$ cat src/rtl/salamander_vram_cpu_arbiter.sv
// Slot arbiter sharing video RAM between the 68000 and the video fetch engine.
// The CPU gets one character-cycle slot per 8 (or every slot in vblank) and is acked after it.
//
// state   | meaning
// IDLE    | no CPU cycle pending, fetch engine owns the RAM
// WAIT    | CPU request seen, waiting for the next CPU slot edge
// ACCESS  | CPU owns the RAM mux for exactly one slot
// ACK     | DTACK asserted, waiting for the 68000 to drop AS
// RELEASE | one-MCLK guard before a new request may be taken
module salamander_vram_cpu_arbiter #(
    parameter logic [2:0] CPU_SLOT   = 3'd7,
    parameter bit         BLANK_FREE = 1'b1
) (
    input  logic       i_EMU_MCLK,
    input  logic       i_EMU_INITRST_n,
    input  logic       i_EMU_CLK6MPCEN_n,
    input  logic [2:0] i_HCOUNT,
    input  logic       i_VBLANK_n,
    input  logic       i_CPU_AS_n,
    input  logic       i_CPU_RW,
    input  logic       i_CPU_UDS_n,
    input  logic       i_CPU_LDS_n,
    input  logic       i_VRAMCS_n,
    output logic       o_CPU_GRANT,
    output logic [1:0] o_RAM_WE_n,
    output logic       o_RAM_RDLATCH,
    output logic       o_CPU_DTACK_n,
    output logic       o_BUSY
);

    typedef enum logic [2:0] {
        S_IDLE,
        S_WAIT,
        S_ACCESS,
        S_ACK,
        S_RELEASE
    } state_t;

    state_t     state_q;
    logic       grant_q;
    logic [1:0] we_n_q;
    logic       rdlatch_q;
    logic       dtack_n_q;
    logic       busy_q;
    logic       rw_q;

    logic slot_edge;
    logic cpu_slot;
    logic req;

    assign slot_edge = ~i_EMU_CLK6MPCEN_n;
    assign cpu_slot  = (i_HCOUNT == CPU_SLOT) | (BLANK_FREE & ~i_VBLANK_n);
    assign req       = ~i_CPU_AS_n & ~i_VRAMCS_n & (~i_CPU_UDS_n | ~i_CPU_LDS_n);

    always_ff @(posedge i_EMU_MCLK or negedge i_EMU_INITRST_n) begin
        if (!i_EMU_INITRST_n) begin
            state_q   <= S_IDLE;
            grant_q   <= 1'b0;
            we_n_q    <= 2'b11;
            rdlatch_q <= 1'b0;
            dtack_n_q <= 1'b1;
            busy_q    <= 1'b0;
            rw_q      <= 1'b1;
        end else begin
            rdlatch_q <= 1'b0;
            case (state_q)
                S_IDLE: begin
                    if (req) begin
                        state_q <= S_WAIT;
                        busy_q  <= 1'b1;
                    end
                end
                S_WAIT: begin
                    if (i_CPU_AS_n) begin
                        state_q <= S_IDLE;
                        busy_q  <= 1'b0;
                    end else if (slot_edge && cpu_slot) begin
                        state_q <= S_ACCESS;
                        grant_q <= 1'b1;
                        rw_q    <= i_CPU_RW;
                        we_n_q  <= i_CPU_RW ? 2'b11 : {i_CPU_UDS_n, i_CPU_LDS_n};
                    end
                end
                S_ACCESS: begin
                    // The access always runs its full slot, even if AS has gone away.
                    if (slot_edge) begin
                        grant_q   <= 1'b0;
                        we_n_q    <= 2'b11;
                        rdlatch_q <= rw_q;
                        if (i_CPU_AS_n) begin
                            state_q <= S_IDLE;
                            busy_q  <= 1'b0;
                        end else begin
                            state_q   <= S_ACK;
                            dtack_n_q <= 1'b0;
                        end
                    end
                end
                S_ACK: begin
                    if (i_CPU_AS_n) begin
                        state_q   <= S_RELEASE;
                        dtack_n_q <= 1'b1;
                    end
                end
                S_RELEASE: begin
                    state_q <= S_IDLE;
                    busy_q  <= 1'b0;
                end
                default: begin
                    state_q   <= S_IDLE;
                    grant_q   <= 1'b0;
                    we_n_q    <= 2'b11;
                    dtack_n_q <= 1'b1;
                    busy_q    <= 1'b0;
                end
            endcase
        end
    end

    assign o_CPU_GRANT   = grant_q;
    assign o_RAM_WE_n    = we_n_q;
    assign o_RAM_RDLATCH = rdlatch_q;
    assign o_CPU_DTACK_n = dtack_n_q;
    assign o_BUSY        = busy_q;

endmodule
$ cat config.mk
export PLATFORM = sky130hd
export DESIGN_NAME = salamander_vram_cpu_arbiter
export DESIGN_NICKNAME = d
export VERILOG_FILES = /design/src/rtl/salamander_vram_cpu_arbiter.sv
export SDC_FILE = /design/constraint.sdc
export NUM_CORES = 1
export LEC_CHECK = 0
export BUFFER_PORTS_ARGS = -buffer_cell sky130_fd_sc_hd__clkbuf_2
export CELL_PAD_IN_SITES_DETAIL_PLACEMENT = 0
export CELL_PAD_IN_SITES_GLOBAL_PLACEMENT = 2
export CORE_MARGIN = 5
export CORE_UTILIZATION = 25
export DETAILED_ROUTE_END_ITERATION = 8
export GPL_ROUTABILITY_DRIVEN = 0
export HOLD_SLACK_MARGIN = 0.06
export PLACE_DENSITY_LB_ADDON = 0.1
export SLEW_MARGIN = 25
export SYNTH_ARGS = -nofsm -noshare
export SYNTH_HDL_FRONTEND = slang
export SYNTH_SLANG_ARGS = --single-unit
$ cat constraint.sdc
create_clock -name i_EMU_MCLK -period 1.35 [get_ports i_EMU_MCLK]
set_input_delay 0.2025 -clock i_EMU_MCLK [delete_from_list [all_inputs] [get_ports i_EMU_MCLK]]
set_output_delay 0.2025 -clock i_EMU_MCLK [all_outputs]
set_load 0.05 [all_outputs]
== After elaboration in Yosys (flattened, before gate mapping) ==
Index checks and enable logic that the tools add are counted.
Word-level totals
  logic and storage cells: 67
  input port bits: 12
  output and inout bits: 6
  register bits after elaboration: 10
Operators by class
  bitwise gates (word level): 13
  equal/unequal tests: 12
  muxes and demuxes: 26
  reductions and logical operators: 9
Operator list (count)
  two-way mux 3 bit: 5
  != test 2 bit, second input constant: 6
  one-hot mux 3 bit (4 select lines): 1
  AND reduction 4 bit: 3
  two-way mux 1 bit: 11
  two-way mux 2 bit: 5
  NOT 1 bit: 9
  == test 3 x 2 -> 1 bit, second input constant: 2
  == test 3 bit, second input constant: 2
  one-hot mux 1 bit (3 select lines): 2
  one-hot mux 2 bit (3 select lines): 1
  AND reduction 3 bit: 2
  OR reduction 3 bit: 2
  one-hot mux 1 bit (4 select lines): 1
  == test 3 x 1 -> 1 bit, second input constant: 1
  logical NOT 3 bit: 1
  != test 3 bit, second input constant: 1
  bitwise AND 1 bit: 2
  OR 1 bit: 2
  logical AND 1 bit: 1

== Logic depth before layout (Yosys ltp) ==
Gate-level depths: netlist of run 1.
  depth in word-level cells: 6
  mapped depth: 5
  depth with buffers taken out: 4

== Worst setup path after synthesis of run 1 ==
No wires, ideal clock.
  kind: register to register
  start point: reg state_q[0]
  end point: reg rw_q
  setup slack: -0.013 ns
  library setup time: 0.085 ns
  buffers on the path: 1
  data required time: 1.265 ns
  stages on the path, launching flop included: 6
  data arrival time: 1.278 ns
  cells stage by stage: dfrtp_1 -> buf_6 -> inv_4 -> a211o_1 -> nor4_4 -> mux2_1
On the way
  longest elaborated chain between the ends: 2
RTL lines
  from (decl): line 39  | state_t state_q;
  from (signal assigned): line 57  | state_q <= S_IDLE;
  from (signal assigned): line 69  | state_q <= S_WAIT;
  from (signal assigned): line 75  | state_q <= S_IDLE;
  == test 3 x 1 -> 1 bit: line 66  | case (state_q)
  AND reduction 3 bit (no line)
  to (signal assigned): line 80  | rw_q <= i_CPU_RW;
  to (decl): line 45  | logic rw_q;
No other way between the ends.
A chain may end at the register's enable or synchronous reset.

== Final worst setup path of run 1 ==
  start point: reg state_q[0]
  end point: reg grant_q, in the netlist o_CPU_GRANT
On the way
  longest elaborated chain between the ends: 4
  elaborated cells on any way between the ends: 12
  those cells by class: eq/ne: 7; mux: 1; bitwise: 1; reduce/logical: 3
RTL lines
  == test 3 x 2 -> 1 bit (tied with other cells): line 66
  OR reduction 3 bit (no line)
  NOT 1 bit (no line)
  AND reduction 4 bit (no line)
  to (signal assigned): line 58  | grant_q <= 1'b0;
  to (signal assigned): line 79  | grant_q <= 1'b1;
  to (signal assigned): line 87  | grant_q <= 1'b0;
  to (decl): line 40  | logic grant_q;
Parallel ways exist; a longest one is shown, timed or not.

==> out/results.tsv, run 1 <==
metric	value	unit
RR Endpoint	o_CPU_GRANT$_DFFE_PN0P_	
Num CTS Buffers	3	
CTS HTree Levels	1	
worst hold stages	2	
Leak Pwr	0.3640	nW
maximum clock insertion buffer count	2	
clock root buffer	clkbuf_4	
Gate Count Post-Synth	55	
final worst path period share	99.69	%
final clock skew	6.270	ps
Initial Util	26.92	%
mean area per synthesized cell	9.896	µm²
unrepaired setup endpoints after global routing	true	
1st-pass router iterations	6	
synthesized net count	67	
Worst-Skew Late Latency	260	ps
Arrival @ worst endpoint	1490	ps
Internal Dissipation	0.0006658	W
Slew Viols, Final	0	
start point of the critical path	state_q[0]$_DFFE_PN0P_	
Worst EP required	1490	ps
final setup vio count	0	
worst slew pin tran	461.6	ps
hpwl dp	1193	µm
Max Freq	0.7430	GHz
sequential-to-total area share from yosys stat	46.90	%
DRT antenna net count	0	
status	complete, no violations	
Port Buffer Count	17	
ANT cells	0	
Worst setup EP type	flop	
Core Area	2022	µm²
Worst Hold End	rw_q$_DFFE_PN1P_	
routed wire length	1508	µm
# nets final	98	
routed len/inst	13.46	µm
DR vias	540	
CTS tree	done	
# DRC	0	
GRT Overall Usage	10.40	%
clock net sink count	10	
clock slew at reported path FFs	70	ps
Via density	4.821	
R2R setup slack	4	ps
initial antenna violation count	0	
hold slack final	195.9	ps
final worst path period need	1346	ps
worst min-delay path class	in -> reg	
hold path startpoint	i_CPU_RW	
worst r2r src	state_q[0]$_DFFE_PN0P_	
area added between synthesis and finish	44.83	%
row cnt	16	
synthesized cell area	544.3	µm²
Comb pwr share	41.1	%
Die Wd	56.66	µm
PwrDens	1394	nW/µm²
Clock power frac	19.5	%
synth unique cells	26	
layout cells sized above 1	50.59	%
fillcell total	216	
vias in the first global route	551	
critical path fanouts, max	5	
die area	3210	µm²
TNS Setup	0	ps
Syn. warnings	0	
VDD IR-drop max	0.0007202	V
Fin. Hold Viols	0	
first-pass GRT wire length	2594	µm
Worst slew margin	69.15	%
Die Ht	56.66	µm
largest net degree at the start of global routing	15	
GRT overflow	0	
Core Util, Final	38.99	%
initial DRC count	10	
WS Path Type	reg -> reg	
post-synthesis register bit count	10	
power consumption	0.001099	W
max cap viols	0	
startpoint types	flop	
Ports	18	
Sw Share	39.40	%
sequential share of power	39.4	%
switching power total	0.0004330	W
Reg2Reg Depth	5	
power by group through the flow:
| stage | registers, W | clock network (W) | logic [W] |
|---|---|---|---|
| 2_1_floorplan | 0.000593 | 0 | 0.000138 |
| 3_3_place_gp | 0.000435 | 0 | 0.000429 |
| 3_5_place_dp | 0.000439 | 0 | 0.000426 |
| 4_1_cts | 0.000435 | 0.000225 | 0.000435 |
| 5_1_grt | 0.000443 | 0.000239 | 0.000482 |
| 6_report | 0.000433 | 0.000215 | 0.000451 |
stage by stage:
stage                     area (µm²)  instances  setup slack, ps
after floorplan                544.3         55            1.059
after global placement         724.4        107           -85.37
after detailed placement       724.4        107           -82.50
after CTS                      772.0        112            2.905
after global routing           788.3        112           -47.57
final                          788.3        112            4.133
worst max path at each step:
stage | slack (ps) | to | cells past startpoint
2_1_floorplan | 1 | o_CPU_GRANT$_DFFE_PN0P_ | 4
3_3_place_gp | -90 | rw_q$_DFFE_PN1P_ | 5
3_5_place_dp | -80 | rw_q$_DFFE_PN1P_ | 5
4_1_cts | 3 | o_CPU_GRANT$_DFFE_PN0P_ | 5
5_1_grt | -50 | o_CPU_GRANT$_DFFE_PN0P_ | 5
6_report | 4 | o_CPU_GRANT$_DFFE_PN0P_ | 5
final cells by class:
class | count | area [µm²] | share of cell area [%]
clock buffers | 4 | 26.28 | 3.333
inverters | 2 | 10.01 | 1.270
multi-input cells | 40 | 280.3 | 35.56
flip-flops and latches | 10 | 256.5 | 32.54
well taps | 27 | 33.78 | 4.286
repair buffers | 29 | 181.4 | 23.02
cells in the final DEF, fill, tap and decap left out, drive strengths merged, types with 2 or more instances in the layout:
cell type / count
clkbuf: 21
buf: 11
a21oi: 7
nor2: 6
nand2: 6
dfrtp: 6
dfstp: 4
a2111oi: 3
a211o: 2
nor3: 2
inv: 2
o32a: 2
cell families after synthesis:
logic type             count (synthesis)  share of synthesized area, %
multiplexers                           1                         2.069
AND/OR/NAND/NOR                       19                         18.85
buffers and inverters                  5                         5.747
AO/OA/AOI/OAI                         20                         26.44
flip-flops                            10                         46.90
registers in the layout, summed over array words and instances, names as in the netlist:
name,count
o_CPU_DTACK_n,1
rw_q,1
o_RAM_RDLATCH,1
state_q,3
o_CPU_GRANT,1
o_RAM_WE_n,2
o_BUSY,1
synth_stat cells, drive strengths merged:
cell     n  area, µm²
a21oi    7      35.03
dfrtp    6      150.1
nand2    6      22.52
nor2     6      22.52
dfstp    4      105.1
a2111oi  3      26.28
buf      3      21.27
a211o    2      17.52
inv      2      10.01
nor3     2      10.01
o32a     2      21.27
a21o     1      7.510
a311oi   1      8.760
a31oi    1      6.260
and2b    1      7.510
and3     1      6.260
mux2     1      11.26
nand3    1      5.000
nor3b    1      7.510
nor4     1      21.27
o21a     1      7.510
o21ai    1      5.000
o22a     1      8.760
per-layer routing:
metal	vias up	share of wire (%)	track usage, %
met5	-	0	0
met4	0	0.99	4.068
met3	2	5.9	3.899
met2	16	45	16.01
met1	257	48	13.02
li1	265	-	-
worst max-delay path: stages, from the launching register on:
cell and delay (ps):
dfrtp_2 450, buf_6 140, a311oi_2 240, buf_4 160
nor3b_2 30, a211o_1 210
what timing repair did:
action / in CTS / in global routing
gates cloned: 0 / 0
hold buffers: 1 / 0
endpoints found under the setup margin: 3 / 5
buffers inserted: 0 / 0
resized for setup: 3 / 5
hold endpoints to repair: 10 / 0
pin swaps: 1 / 4
Power figures use the tool's default switching activity.
==> run 2, diff against run 1 <==
- REMOVE_ABC_BUFFERS: unset -> 1
==> run 2 against run 1 <==
Effect of this change:
- the flow now finishes with violations (negative setup slack)
- count of clock-buffer cells in the layout stayed put
- hold slack better by 1.1 ps
- first-iteration DRC count is 40% lower
- die area stayed put
- clock power is 27% higher
- flip-flop and latch count stayed put
- clock skew is 3.8 ps lower
- largest cell class unchanged
==> out/results.tsv, run 2 (synthesis results as in run 1) <==
metric	value	unit	change
status	finished with violations		
failing checks	negative setup slack		
final worst path period need	1363	ps	+17.34 ps
Slew Viols, Final	0		unchanged
startpoint types	flop		
DRT antenna net count	0		unchanged
Ports	18		unchanged
Cell Area, Placed	724.4	µm²	unchanged
final setup vio count	1		+1
Comb pwr share	39.0	%	-2.1 points
sequential share of power	37.5	%	-1.9 points
Worst slew margin	73.41	%	+4.3 points
clock root buffer	clkbuf_4		
worst min-delay path class	in -> reg		
Num CTS Buffers	3		unchanged
Clock power frac	23.5	%	+4.0 points
Port Buffer Count	17		unchanged
commonest non-fill, non-tap cell in the layout	clkbuf_2		
# nets final	98		unchanged
Internal Dissipation	0.0007146	W	+7.3%
Arrival @ worst endpoint	1560	ps	+70 ps
initial antenna violation count	0		unchanged
critical path fanouts, max	4		-1
final worst path period share	101.0	%	+1.3 points
first-pass GRT wire length	2656	µm	+2.4%
max cap viols	0		unchanged
routed wire length	1525	µm	+1.1%
maximum clock insertion buffer count	2		unchanged
clock slew at reported path FFs	70	ps	about the same
Core Area	2022	µm²	unchanged
CTS HTree Levels	1		unchanged
worst r2r src	state_q[0]$_DFFE_PN0P_		
RR Endpoint	rw_q$_DFFE_PN1P_		
worst hold stages	2		unchanged
GRT overflow	0		unchanged
die area	3210	µm²	unchanged
Worst-Skew Late Latency	260	ps	about the same
Worst EP required	1540	ps	+50 ps
# DRC	0		unchanged
Post-CTS Setup Bufs	0		unchanged
start point of the critical path	state_q[0]$_DFFE_PN0P_		
hpwl dp	1153	µm	-3.4%
vias in the first global route	577		+4.7%
VDD IR-drop max	0.0008241	V	+14%
Worst setup EP type	flop		
area added between synthesis and finish	46.67	%	
Sw Share	38.51	%	-0.90 points
min setup slack post-route	-13.21	ps	-17.34 ps
TNS Setup	-13.21	ps	-13.21 ps
Worst Hold End	o_RAM_WE_n[1]$_DFFE_PN1P_		
DR vias	539		-0.19%
Leak Pwr	0.3690	nW	+1.4%
most frequent cells in the layout	17 x clkbuf_2, 11 x buf_4, 7 x a21oi_1		
Fin. Hold Viols	0		unchanged
Via density	4.813		-0.19%
Die Wd	56.66	µm	unchanged
largest net degree at the start of global routing	11		-4
layout cells sized above 1	50.59	%	unchanged
worst slew pin tran	388.7	ps	-72.88 ps
Die Ht	56.66	µm	unchanged
CTS tree	done		
hold path startpoint	i_CPU_UDS_n		
final instance area	798.3	µm²	+1.3%
routed len/inst	13.62	µm	+1.1%
clock net sink count	10		unchanged
fillcell total	219		+1.4%
final clock skew	2.469	ps	-3.801 ps
unrepaired setup endpoints after global routing	true		
max reg flops	3		unchanged
Initial Util	26.92	%	unchanged
PwrDens	1456	nW/µm²	+4.4%
R2R setup slack	-10	ps	-20 ps
GRT Overall Usage	10.73	%	+0.33 points
Reg2Reg Depth	4		-1
row cnt	16		unchanged
WS Path Type	reg -> reg		
Max Freq	0.7336	GHz	-1.3%
switching power total	0.0004475	W	+3.3%
initial DRC count	6		-4
ANT cells	0		unchanged
1st-pass router iterations	4		-2
Biggest register	state_q		
[run 2: metal layers]
| layer | track usage, % | share of wire [%] | vias to the layer above | wire, µm |
|---|---|---|---|---|
| li1 | - | - | 267 | - |
| met1 | 13.83 | 48 | 254 | 739 |
| met2 | 16.34 | 45 | 18 | 684 |
| met3 | 3.670 | 6.6 | 0 | 100 |
| met4 | 4.068 | 0 | 0 | 0 |
| met5 | 0 | 0 | - | 0 |
[run 2: timing repair]
action                                 4_1_cts  5_1_grt
setup endpoints to repair                    4        5
hold buffers                                 1        0
endpoints found under the hold margin       10        0
resized for setup                            2        3
pin swaps                                    1        1
gates cloned                                 0        0
[run 2: worst max path at each step]
stage | end | slack, ps | cells after the start
global placement | o_CPU_GRANT$_DFFE_PN0P_ | -30 | 6
global route | rw_q$_DFFE_PN1P_ | -70 | 4
floorplan | o_CPU_GRANT$_DFFE_PN0P_ | -110 | 4
finish | rw_q$_DFFE_PN1P_ | -10 | 4
CTS | rw_q$_DFFE_PN1P_ | -20 | 4
detailed placement | o_CPU_GRANT$_DFFE_PN0P_ | -70 | 6
[run 2: critical path, stage by stage (launching register included)]
cell	delay, ps
dfrtp_2	420
inv_4	40
a211o_1	300
nor4_4	190
mux2_4	330
[run 2: power by group through the flow]
| stage | combinational [W] | clock, W | sequential, W |
|---|---|---|---|
| floorplan | 0.000112 | 0 | 0.000607 |
| global placement | 0.000432 | 0 | 0.000439 |
| detailed placement | 0.000431 | 0 | 0.000440 |
| CTS | 0.000448 | 0.000279 | 0.000436 |
| global route | 0.000485 | 0.000300 | 0.000446 |
| finish | 0.000454 | 0.000273 | 0.000435 |
[run 2: cell type report]
type,instances,area [µm²],share of cell area (%)
multi-input combinational,40,284.0,35.58
sequential,10,256.5,32.13
tap,27,33.78,4.232
clock buffer,4,36.28,4.545
timing repair buffer,29,177.7,22.26
inverter,2,10.01,1.254
[run 2: stage by stage]
stage	util (%)	instances	setup slack (ps)	power [W]	hold WS (ps)
6_report	39.48	112	-13.21	0.001162	197.0
4_1_cts	38.61	112	-20.58	0.001163	191.3
2_1_floorplan	-	52	-106.7	0.0007194	-93.09
3_3_place_gp	35.83	107	-26.22	0.0008712	90.10
3_5_place_dp	35.83	107	-66.58	0.0008712	86.80
5_1_grt	39.48	112	-69.04	0.001231	191.7
